**src/rtl/renkon_ctrl_output_pkg.sv**
```systemverilog
`default_nettype none
//============================================================================
// Module   : renkon_ctrl_output_pkg
// Brief    : Shared renkon/ninjin constants and drain FSM state encoding.
// Revision : 1.0 - initial release
//============================================================================
package renkon_ctrl_output_pkg;

    localparam int RENKON_CORE     = 8;
    localparam int RENKON_CORELOG  = 3;
    localparam int RENKON_OWIDTH   = 10;
    localparam int NINJIN_DWIDTH   = 16;
    localparam int NINJIN_MEMWIDTH = 16;

    typedef enum logic [1:0] {
        S_IDLE  = 2'd0,
        S_ISSUE = 2'd1,
        S_FLUSH = 2'd2,
        S_DONE  = 2'd3
    } state_t;

endpackage
`default_nettype wire

```
**src/rtl/renkon_ctrl_output_pipe.sv**
```systemverilog
`default_nettype none
//============================================================================
// Module   : renkon_ctrl_output_pipe
// Brief    : Two-stage valid/core shift register: stage 1 drives the mux
//            select, stage 2 the result memory write enable.
// Revision : 1.0 - initial release
//============================================================================
module renkon_ctrl_output_pipe
    import renkon_ctrl_output_pkg::*;
#(
    parameter int CORELOG = RENKON_CORELOG
) (
    input  logic               clk,
    input  logic               xrst,
    input  logic               i_valid,
    input  logic [CORELOG:0]   i_core,
    output logic [CORELOG:0]   o_output_re,
    output logic               o_mem_we,
    output logic               o_wr_adv
);

    localparam logic [CORELOG:0] C_CORE_ONE = (CORELOG+1)'(1);

    logic               r_s1_valid;
    logic [CORELOG:0]   r_s1_core;
    logic               r_s2_valid;

    always_ff @(posedge clk or negedge xrst) begin
        if (!xrst) begin
            r_s1_valid <= 1'b0;
            r_s1_core  <= '0;
            r_s2_valid <= 1'b0;
        end else begin
            r_s1_valid <= i_valid;
            r_s1_core  <= i_core;
            r_s2_valid <= r_s1_valid;
        end
    end

    // Select encodes core c as c+1 so that 0 can mean "no core".
    assign o_output_re = r_s1_valid ? (r_s1_core + C_CORE_ONE) : '0;
    assign o_mem_we    = r_s2_valid;
    assign o_wr_adv    = r_s1_valid;

endmodule
`default_nettype wire

```
**src/rtl/renkon_ctrl_output.sv**
```systemverilog
`default_nettype none
//============================================================================
// Module   : renkon_ctrl_output
// Brief    : Output drain scheduler: walks every active core buffer and
//            issues one result memory write per word, core-major order.
// Revision : 1.0 - initial release
//============================================================================
module renkon_ctrl_output
    import renkon_ctrl_output_pkg::*;
#(
    parameter int DWIDTH   = NINJIN_DWIDTH,
    parameter int CORE     = RENKON_CORE,
    parameter int CORELOG  = RENKON_CORELOG,
    parameter int OWIDTH   = RENKON_OWIDTH,
    parameter int MEMWIDTH = NINJIN_MEMWIDTH
) (
    input  logic                 clk,
    input  logic                 xrst,
    input  logic                 req,
    input  logic [OWIDTH-1:0]    out_size,
    input  logic [CORELOG:0]     core_num,
    input  logic [MEMWIDTH-1:0]  mem_base,
    output logic                 busy,
    output logic                 ack,
    output logic [OWIDTH-1:0]    output_addr,
    output logic [CORELOG:0]     output_re,
    output logic                 mem_we,
    output logic [MEMWIDTH-1:0]  mem_addr
);

    localparam logic [CORELOG:0]    C_CORE_MAX = (CORELOG+1)'(CORE);
    localparam logic [CORELOG:0]    C_CORE_ONE = (CORELOG+1)'(1);
    localparam logic [OWIDTH-1:0]   C_ADDR_ONE = OWIDTH'(1);
    localparam logic [MEMWIDTH-1:0] C_MEM_ONE  = MEMWIDTH'(1);

    state_t                r_state;
    state_t                w_next_state;
    logic [OWIDTH-1:0]     r_size;
    logic [OWIDTH-1:0]     r_addr;
    logic [CORELOG:0]      r_cores;
    logic [CORELOG:0]      r_core;
    logic [CORELOG:0]      w_cores_clamped;
    logic                  r_flush;
    logic                  r_ack;
    logic [MEMWIDTH-1:0]   r_wr_addr;
    logic [MEMWIDTH-1:0]   r_mem_addr;
    logic                  w_empty;
    logic                  w_last_addr;
    logic                  w_last_core;
    logic                  w_last_issue;
    logic                  w_issue;
    logic                  w_wr_adv;

    assign w_cores_clamped = (core_num > C_CORE_MAX) ? C_CORE_MAX : core_num;
    assign w_empty         = (out_size == '0) || (core_num == '0);
    assign w_last_addr     = (r_addr == (r_size - C_ADDR_ONE));
    assign w_last_core     = (r_core == (r_cores - C_CORE_ONE));
    assign w_last_issue    = w_last_addr && w_last_core;
    assign w_issue         = (r_state == S_ISSUE);

    always_ff @(posedge clk or negedge xrst) begin
        if (!xrst) begin
            r_state <= S_IDLE;
        end else begin
            r_state <= w_next_state;
        end
    end

    always_comb begin
        w_next_state = r_state;
        busy         = 1'b0;
        case (r_state)
            S_IDLE: begin
                if (req) begin
                    w_next_state = w_empty ? S_DONE : S_ISSUE;
                end
            end
            S_ISSUE: begin
                busy = 1'b1;
                if (w_last_issue) begin
                    w_next_state = S_FLUSH;
                end
            end
            S_FLUSH: begin
                busy = 1'b1;
                if (r_flush) begin
                    w_next_state = S_DONE;
                end
            end
            S_DONE: begin
                busy         = 1'b1;
                w_next_state = S_IDLE;
            end
            default: begin
                w_next_state = S_IDLE;
            end
        endcase
    end

    always_ff @(posedge clk or negedge xrst) begin
        if (!xrst) begin
            r_size  <= '0;
            r_cores <= '0;
            r_addr  <= '0;
            r_core  <= '0;
            r_flush <= 1'b0;
        end else begin
            case (r_state)
                S_IDLE: begin
                    if (req) begin
                        r_size  <= out_size;
                        r_cores <= w_cores_clamped;
                        r_addr  <= '0;
                        r_core  <= '0;
                        r_flush <= 1'b0;
                    end
                end
                S_ISSUE: begin
                    if (!w_last_issue) begin
                        if (w_last_addr) begin
                            r_addr <= '0;
                            r_core <= r_core + C_CORE_ONE;
                        end else begin
                            r_addr <= r_addr + C_ADDR_ONE;
                        end
                    end
                end
                S_FLUSH: begin
                    r_flush <= 1'b1;
                end
                default: begin
                end
            endcase
        end
    end

    // Running write address replaces base + core*size + addr; it advances
    // one cycle ahead of mem_we so mem_addr lands with the write strobe.
    always_ff @(posedge clk or negedge xrst) begin
        if (!xrst) begin
            r_wr_addr  <= '0;
            r_mem_addr <= '0;
            r_ack      <= 1'b0;
        end else begin
            r_ack <= (r_state == S_DONE);
            if ((r_state == S_IDLE) && req) begin
                r_wr_addr <= mem_base;
            end else if (w_wr_adv) begin
                r_mem_addr <= r_wr_addr;
                r_wr_addr  <= r_wr_addr + C_MEM_ONE;
            end
        end
    end

    generate
        if (DWIDTH > 0) begin : g_pipe
            renkon_ctrl_output_pipe #(
                .CORELOG     (CORELOG)
            ) u_pipe (
                .clk         (clk),
                .xrst        (xrst),
                .i_valid     (w_issue),
                .i_core      (r_core),
                .o_output_re (output_re),
                .o_mem_we    (mem_we),
                .o_wr_adv    (w_wr_adv)
            );
        end
    endgenerate

    assign ack         = r_ack;
    assign output_addr = r_addr;
    assign mem_addr    = r_mem_addr;

endmodule
`default_nettype wire

```
**config.mk**
```make
export PLATFORM = sky130hd
export DESIGN_NAME = renkon_ctrl_output
export DESIGN_NICKNAME = d
export VERILOG_FILES = /design/src/rtl/renkon_ctrl_output_pkg.sv /design/src/rtl/renkon_ctrl_output_pipe.sv /design/src/rtl/renkon_ctrl_output.sv
export SDC_FILE = /design/constraint.sdc
export NUM_CORES = 1
export LEC_CHECK = 0
export ABC_AREA = 0
export CORE_MARGIN = 4
export CORE_UTILIZATION = 40
export DETAILED_ROUTE_END_ITERATION = 6
export DONT_BUFFER_PORTS = 1
export GPL_TIMING_DRIVEN = 0
export HOLD_SLACK_MARGIN = 0.08
export SLEW_MARGIN = 20
export SYNTH_ARGS = -nofsm -noshare
export SYNTH_HDL_FRONTEND = slang
export SYNTH_HIERARCHICAL = 1
export SYNTH_SLANG_ARGS = --single-unit
```
**constraint.sdc**
```tcl
create_clock -name clk -period 3.4 [get_ports clk]
set_clock_uncertainty 0.05 [all_clocks]
set_input_delay 0.68 -clock clk [delete_from_list [all_inputs] [get_ports clk]]
set_output_delay 0.68 -clock clk [all_outputs]
set_load 0.02 [all_outputs]
```
==> reports/results.ini, run 1 <==
[route]
drc = 0
totalWireLength_um = 7969
antenna_left = 0
via_per_inst = 5.563
drt_iter0_drc = 71
dr.pass1.iters = 4
wl_per_cell_um = 16.67
routed-via-count = 2659

[clocking]
cts_tree = yes
root_buffer = clkbuf_8
cts_htree_levels = 3
path_clk_slew_ns = 0.09
clkLatencyLatePin_ns = 0.35
cts_made_buffers = 9
cts_buffer_depth = 2
cts_resized = 0
cts_sinks = 70

[final_layout]
synthToLayoutAreaGrowth_pct = 10.59
fin_util_pct = 46.05
diodes = 0
drive_above_1_share_pct = 14.05
nFillCells = 826
nets = 409

[yosys]
synth.avg_cell_area_sq_um = 10.44
ys_seq_area_share_pct = 47.54
synthCells = 353
netlist_area_sq_um = 3685
yosysUniqueCellTypes = 45
ys.warnings.count = 6
synthFlopType = dfrtp_1
synth-edff-count = 0
synth-async-reset-ratio_pct = 100.0
synth-seq-cells = 70
synth_nets = 397

[grt]
grt_util_met2_pct = 22.10
grt_pass1_wl_um = 13060
grtUsageTotal_pct = 14.94
grt_max_degree = 71
antenna_found_initial = 0
grt_use_met1_pct = 20.62
top_usage_layer = met2
first_global_vias = 2563
grt-ovfl-total = 0
gr-usage-met3_pct = 4.283

[timing]
hold_viol = 0
finalSetupViolCount = 0
final.setup.tns_ns = 0
drv_slew = 0
setup_ws_ns = 0.4523
finalCriticalPeriod_ns = 2.948
rsz0062_at_grt = false
whs_ns = 0.1672
post-route-period-util_pct = 86.70
max_slew_margin_pct = 58.39
fmax_mhz = 339.3
max_slew.worst_pin.slew_ns = 0.6184

[floorplan]
io_pins = 66
initial_core_util_pct = 41.64
chipWidth_um = 104.0
fp.dieH_um = 104.0
core-area_sq_um = 8848
rows = 34
die_area_sq_um = 10810

[worst_setup_path]
cp.required_ns = 3.62
crit_start = r_size[0]
r2r-end = r_core[3]
cp-end-kind = flip-flop
rrSetupSlack_ns = 0.45
worstReg2RegStart = r_size[0]
start_kind = flip-flop
cp_max_fo = 7
worst-setup-path-type = reg -> reg
worstRegToRegCells = 9
endpoint = r_core[3]
cp.arrival_ns = 3.17

[placed_design]
portBuffers = 0
dp.final_hpwl_um = 5799
gp_congestion = 0.8170
place_ws_ns = 0.4688

[power]
leakagePower_uw = 0.001691
power_density_nw_per_um2 = 947.9
ir_drop_mv = 0.3680

[flow_run]
timing.max_cap.violations = 0

[run_status]
status = completed

[hold_path]
min_path_type = in -> async

[worst max-delay path, stage by stage, from the launching register on]
cell	delay (ns)
dfrtp_1	0.46
inv_1	0.09
ha_1	0.23
nor4b_2	0.31
a21oi_1	0.11
or4_1	0.53
nor4_1	0.27
nand3_1	0.27
or3_1	0.41
a21boi_1	0.15
[metal layers]
| layer | part of all wire, % | up-vias |
|---|---|---|
| met1 | 48 | 1307 |
| met3 | 5.6 | 10 |
| li1 | - | 1287 |
| met2 | 45 | 55 |
| met5 | 0 | - |
| met4 | 1.4 | 0 |
[area by class of cell]
cell class	count	area, sq um	share of cell area [%]
Timing Repair Buffer	1	27.53	0.6755
Inverter	19	71.32	1.750
Multi-Input combinational cell	254	1817	44.58
Buffer	10	45.04	1.105
Tap cell	108	135.1	3.316
Sequential cell	70	1752	42.98
Clock inverter	7	103.9	2.548
Clock buffer	9	123.9	3.040
[kinds of logic after synthesis]
| logic type | share of synthesized area, % |
|---|---|
| simple gates | 17.11 |
| compound gates | 10.46 |
| fa+ha+maj | 3.735 |
| buf+inv | 3.158 |
| mux | 9.915 |
| flops | 47.54 |
| xor+xnor | 8.081 |
[metrics by stage]
step	instance area, sq um	total power [uW]	cells
5_1_grt	4075	4131	478
4_1_cts	4075	3896	478
6_report	4075	3863	478
2_1_floorplan	3685	2755	353
3_5_place_dp	3820	3085	461
3_3_place_gp	3820	3038	461
[synth_stat cells (all sizes together), types with 4 or more instances]
library cell,instances,area [sq um]
dfrtp,70,1752
a21oi,30,153.9
mux2,28,315.3
nor2,24,90.09
nand3,20,100.1
inv,19,71.32
xnor2,18,157.7
xor2,16,140.1
nand2,15,56.30
ha,11,137.6
or4,10,78.82
nor3,9,45.04
o21ai,9,45.04
clkbuf,7,26.28
nand2b,7,43.79
and3,6,37.54
nand4,6,37.54
nor4,6,52.55
mux2i,5,50.05
o31ai,5,37.54
or3,4,25.02
[power breakdown]
part / switching, uW / internal [uW] / total, uW
combinational: 725 / 675 / 1400
sequential: 522 / 1160 / 1690
clock: 354 / 424 / 777
total: 1600 / 2260 / 3860
[worst min-delay path by stage]
stage	cells after the start	from	to	slack, ns
after floorplan	0	xrst	ack	0.33
after global placement	0	xrst	output_addr[2]	0.34
after detailed placement	0	xrst	output_addr[4]	0.34
after CTS	1	xrst	r_wr_addr[8]	0.17
after global routing	1	xrst	r_wr_addr[7]	0.17
final	1	xrst	mem_addr[1]	0.17
[state kept, by name, summed over array words and instances, names as in the netlist]
signal and flops:
r_size 10, output_addr 10, r_flush 1, r_core 4, ack 1, r_cores 4, r_state 2, g_pipe.u_pipe/r_s1_core 4
g_pipe.u_pipe/o_wr_adv 1, mem_addr 16, r_wr_addr 16, g_pipe.u_pipe/o_mem_we 1
[layout by cell type, fill, tap and decap left out, types with 2 or more instances in the layout]
cell       count
a21oi_1       29
a31oi_1        2
and2_1         3
and3_1         6
and4_1         2
buf_1          2
bufinv_16      2
clkbuf_1       7
clkbuf_8       9
clkinv_4       2
dfrtp_1       70
ha_1          11
inv_1         19
inv_6          3
mux2_2        28
mux2i_1        5
nand2_1       15
nand2b_1       7
nand3_1       20
nand4_1        6
nor2_1        24
nor3_1         9
nor4_1         5
o211ai_1       3
o21ai_0        6
o21ai_1        3
o22ai_1        2
o31ai_1        5
or3_1          4
or4_1          9
xnor2_1       18
xor2_1        16
[timing repair]
item,4_1_cts,5_1_grt
buffers inserted,0,0
hold buffers,1,0
hold endpoints to repair,70,0
Note: power is estimated with default switching activity, not from simulation.
==> run 2: changes to the inputs <==
--- a/config.mk
+++ b/config.mk
@@ -13,4 +13,5 @@
 export GPL_TIMING_DRIVEN = 0
 export HOLD_SLACK_MARGIN = 0.08
+export SKIP_CTS_REPAIR_TIMING = 1
 export SLEW_MARGIN = 20
 export SYNTH_ARGS = -nofsm -noshare
--- a/constraint.sdc
+++ b/constraint.sdc
@@ -3,3 +3,3 @@
 set_input_delay 0.68 -clock clk [delete_from_list [all_inputs] [get_ports clk]]
 set_output_delay 0.68 -clock clk [all_outputs]
-set_load 0.02 [all_outputs]
+set_load 0.1 [all_outputs]
==> reports/results.ini, run 2 (synthesized netlist as in run 1, its figures left out) <==
[run_status]
status = completed

[placed_design]
dp.final_hpwl_um = 5813
placed_area_sq_um = 3835
portBuffers = 0
gp_congestion = 0.8170

[final_layout]
nets = 409
final_common_cell = dfrtp_1
final_cell_mix = dfrtp_1 (69), a21oi_1 (29), mux2_2 (28), nor2_1 (24), nand3_1 (20)
diodes = 0
drive_above_1_share_pct = 14.86
fin_util_pct = 46.24
synthToLayoutAreaGrowth_pct = 11.04
finish.instance_area_sq_um = 4091

[floorplan]
core-area_sq_um = 8848
die_area_sq_um = 10810
fp.dieH_um = 104.0
chipWidth_um = 104.0
rows = 34
io_pins = 66
initial_core_util_pct = 41.64

[grt]
first_global_vias = 2561
grt-ovfl-total = 0
grtUsageTotal_pct = 14.83
antenna_found_initial = 0
grt_max_degree = 71
grt_pass1_wl_um = 13030

[clocking]
clkLatencyLatePin_ns = 0.35
cts_tree = yes
cts_buffer_depth = 2
path_clk_slew_ns = 0.10
root_buffer = clkbuf_8
cts_sinks = 70
cts_htree_levels = 3
cts_made_buffers = 9

[worst_setup_path]
cp_max_fo = 10
cpPeakStageDelay_ns = 1.03
start_kind = flip-flop
cp-end-kind = flip-flop
cp.required_ns = 3.61
worst-setup-path-type = reg -> reg
cpMaxStageDelayCell = dfrtp_1
cp.arrival_ns = 3.38
crit_chain = xnor2_1, xnor2_1, or4_1, a21oi_1, a31o_4, buf_6, o31ai_1, a21oi_1

[timing]
fmax_mhz = 316.3
finalSetupViolCount = 0
max_slew.worst_pin.slew_ns = 1.104
drv_slew = 0
finalCriticalPeriod_ns = 3.162
max_slew_margin_pct = 26.42
final.setup.tns_ns = 0
post-route-period-util_pct = 92.99
rsz0062_at_grt = false
whs_ns = 0.1684
hold_viol = 0

[hold_path]
min_path_type = in -> async

[route]
routed-via-count = 2677
drc = 0
drt_iter0_drc = 65
dr.pass1.iters = 4
via_per_inst = 5.600
wl_per_cell_um = 16.92
totalWireLength_um = 8088
antenna_left = 0

[flow_run]
timing.max_cap.violations = 0

## run 2: cell counts in the layout (fill, tap and decap cells not counted)
No cell type changed its count.
## run 2: path summary, 6_finish.rpt
kind | from | endpoint | slack [ns] | cells past startpoint
min in group clk | r_core[3] | g_pipe.u_pipe/r_s1_core[3] | 0.41 | 0
hold reg to reg | r_core[3] | g_pipe.u_pipe/r_s1_core[3] | 0.41 | 0
max in group asynchronous | xrst | output_addr[6] | 2.84 | 1
setup reg to reg | output_addr[8] | output_addr[5] | 0.24 | 8
hold / removal | xrst | r_wr_addr[12] | 0.17 | 1
setup / recovery | output_addr[8] | output_addr[5] | 0.24 | 8
## run 2: metal layers
layer	track usage (%)	vias up	part of all wire, %
met5	0	-	0
met4	5.698	0	1.3
met3	4.407	8	5.6
met2	21.73	50	45
met1	20.65	1330	48
li1	-	1289	-
## run 2: critical path, delay by kind of cell (launching register included)
kind | cells | cell delay [ns]
xor gates and xnor gates | 2 | 0.49
DFF | 1 | 1.03
buffers and inverters | 1 | 0.16
AOI/OAI and AO/OA | 4 | 0.87
and+or+nand+nor | 1 | 0.47
## run 2: cell type report
cell class                 count  area (sq um)
inverter                      19         71.32
sequential                    70          1753
timing repair buffer           1         27.53
multi-input combinational    254          1832
tap                          108         135.1
buffer                        10         45.04
fill                         850          4757
clock inverter                 7         103.9
clock buffer                   9         123.9
## run 2: through the flow
step	cells	worst slack, ns
2_1_floorplan	353	0.4775
3_3_place_gp	461	0.2057
3_5_place_dp	461	0.1599
4_1_cts	477	0.1359
5_1_grt	478	0.05032
6_report	478	0.2385
Power of run 2 is left out: the tool's default activity adds up to more than one toggle a clock period on the data nets, which glitch-free logic cannot reach.
==> run 3: changes to the inputs <==
GPL_ROUTABILITY_DRIVEN = 1   (was unset)
PLACE_DENSITY = 0.6   (was unset)
==> results of run 3 <==
No change in the layout: final DEF, timing and power equal those of run 2.
Power of run 3 is left out for the same reason.
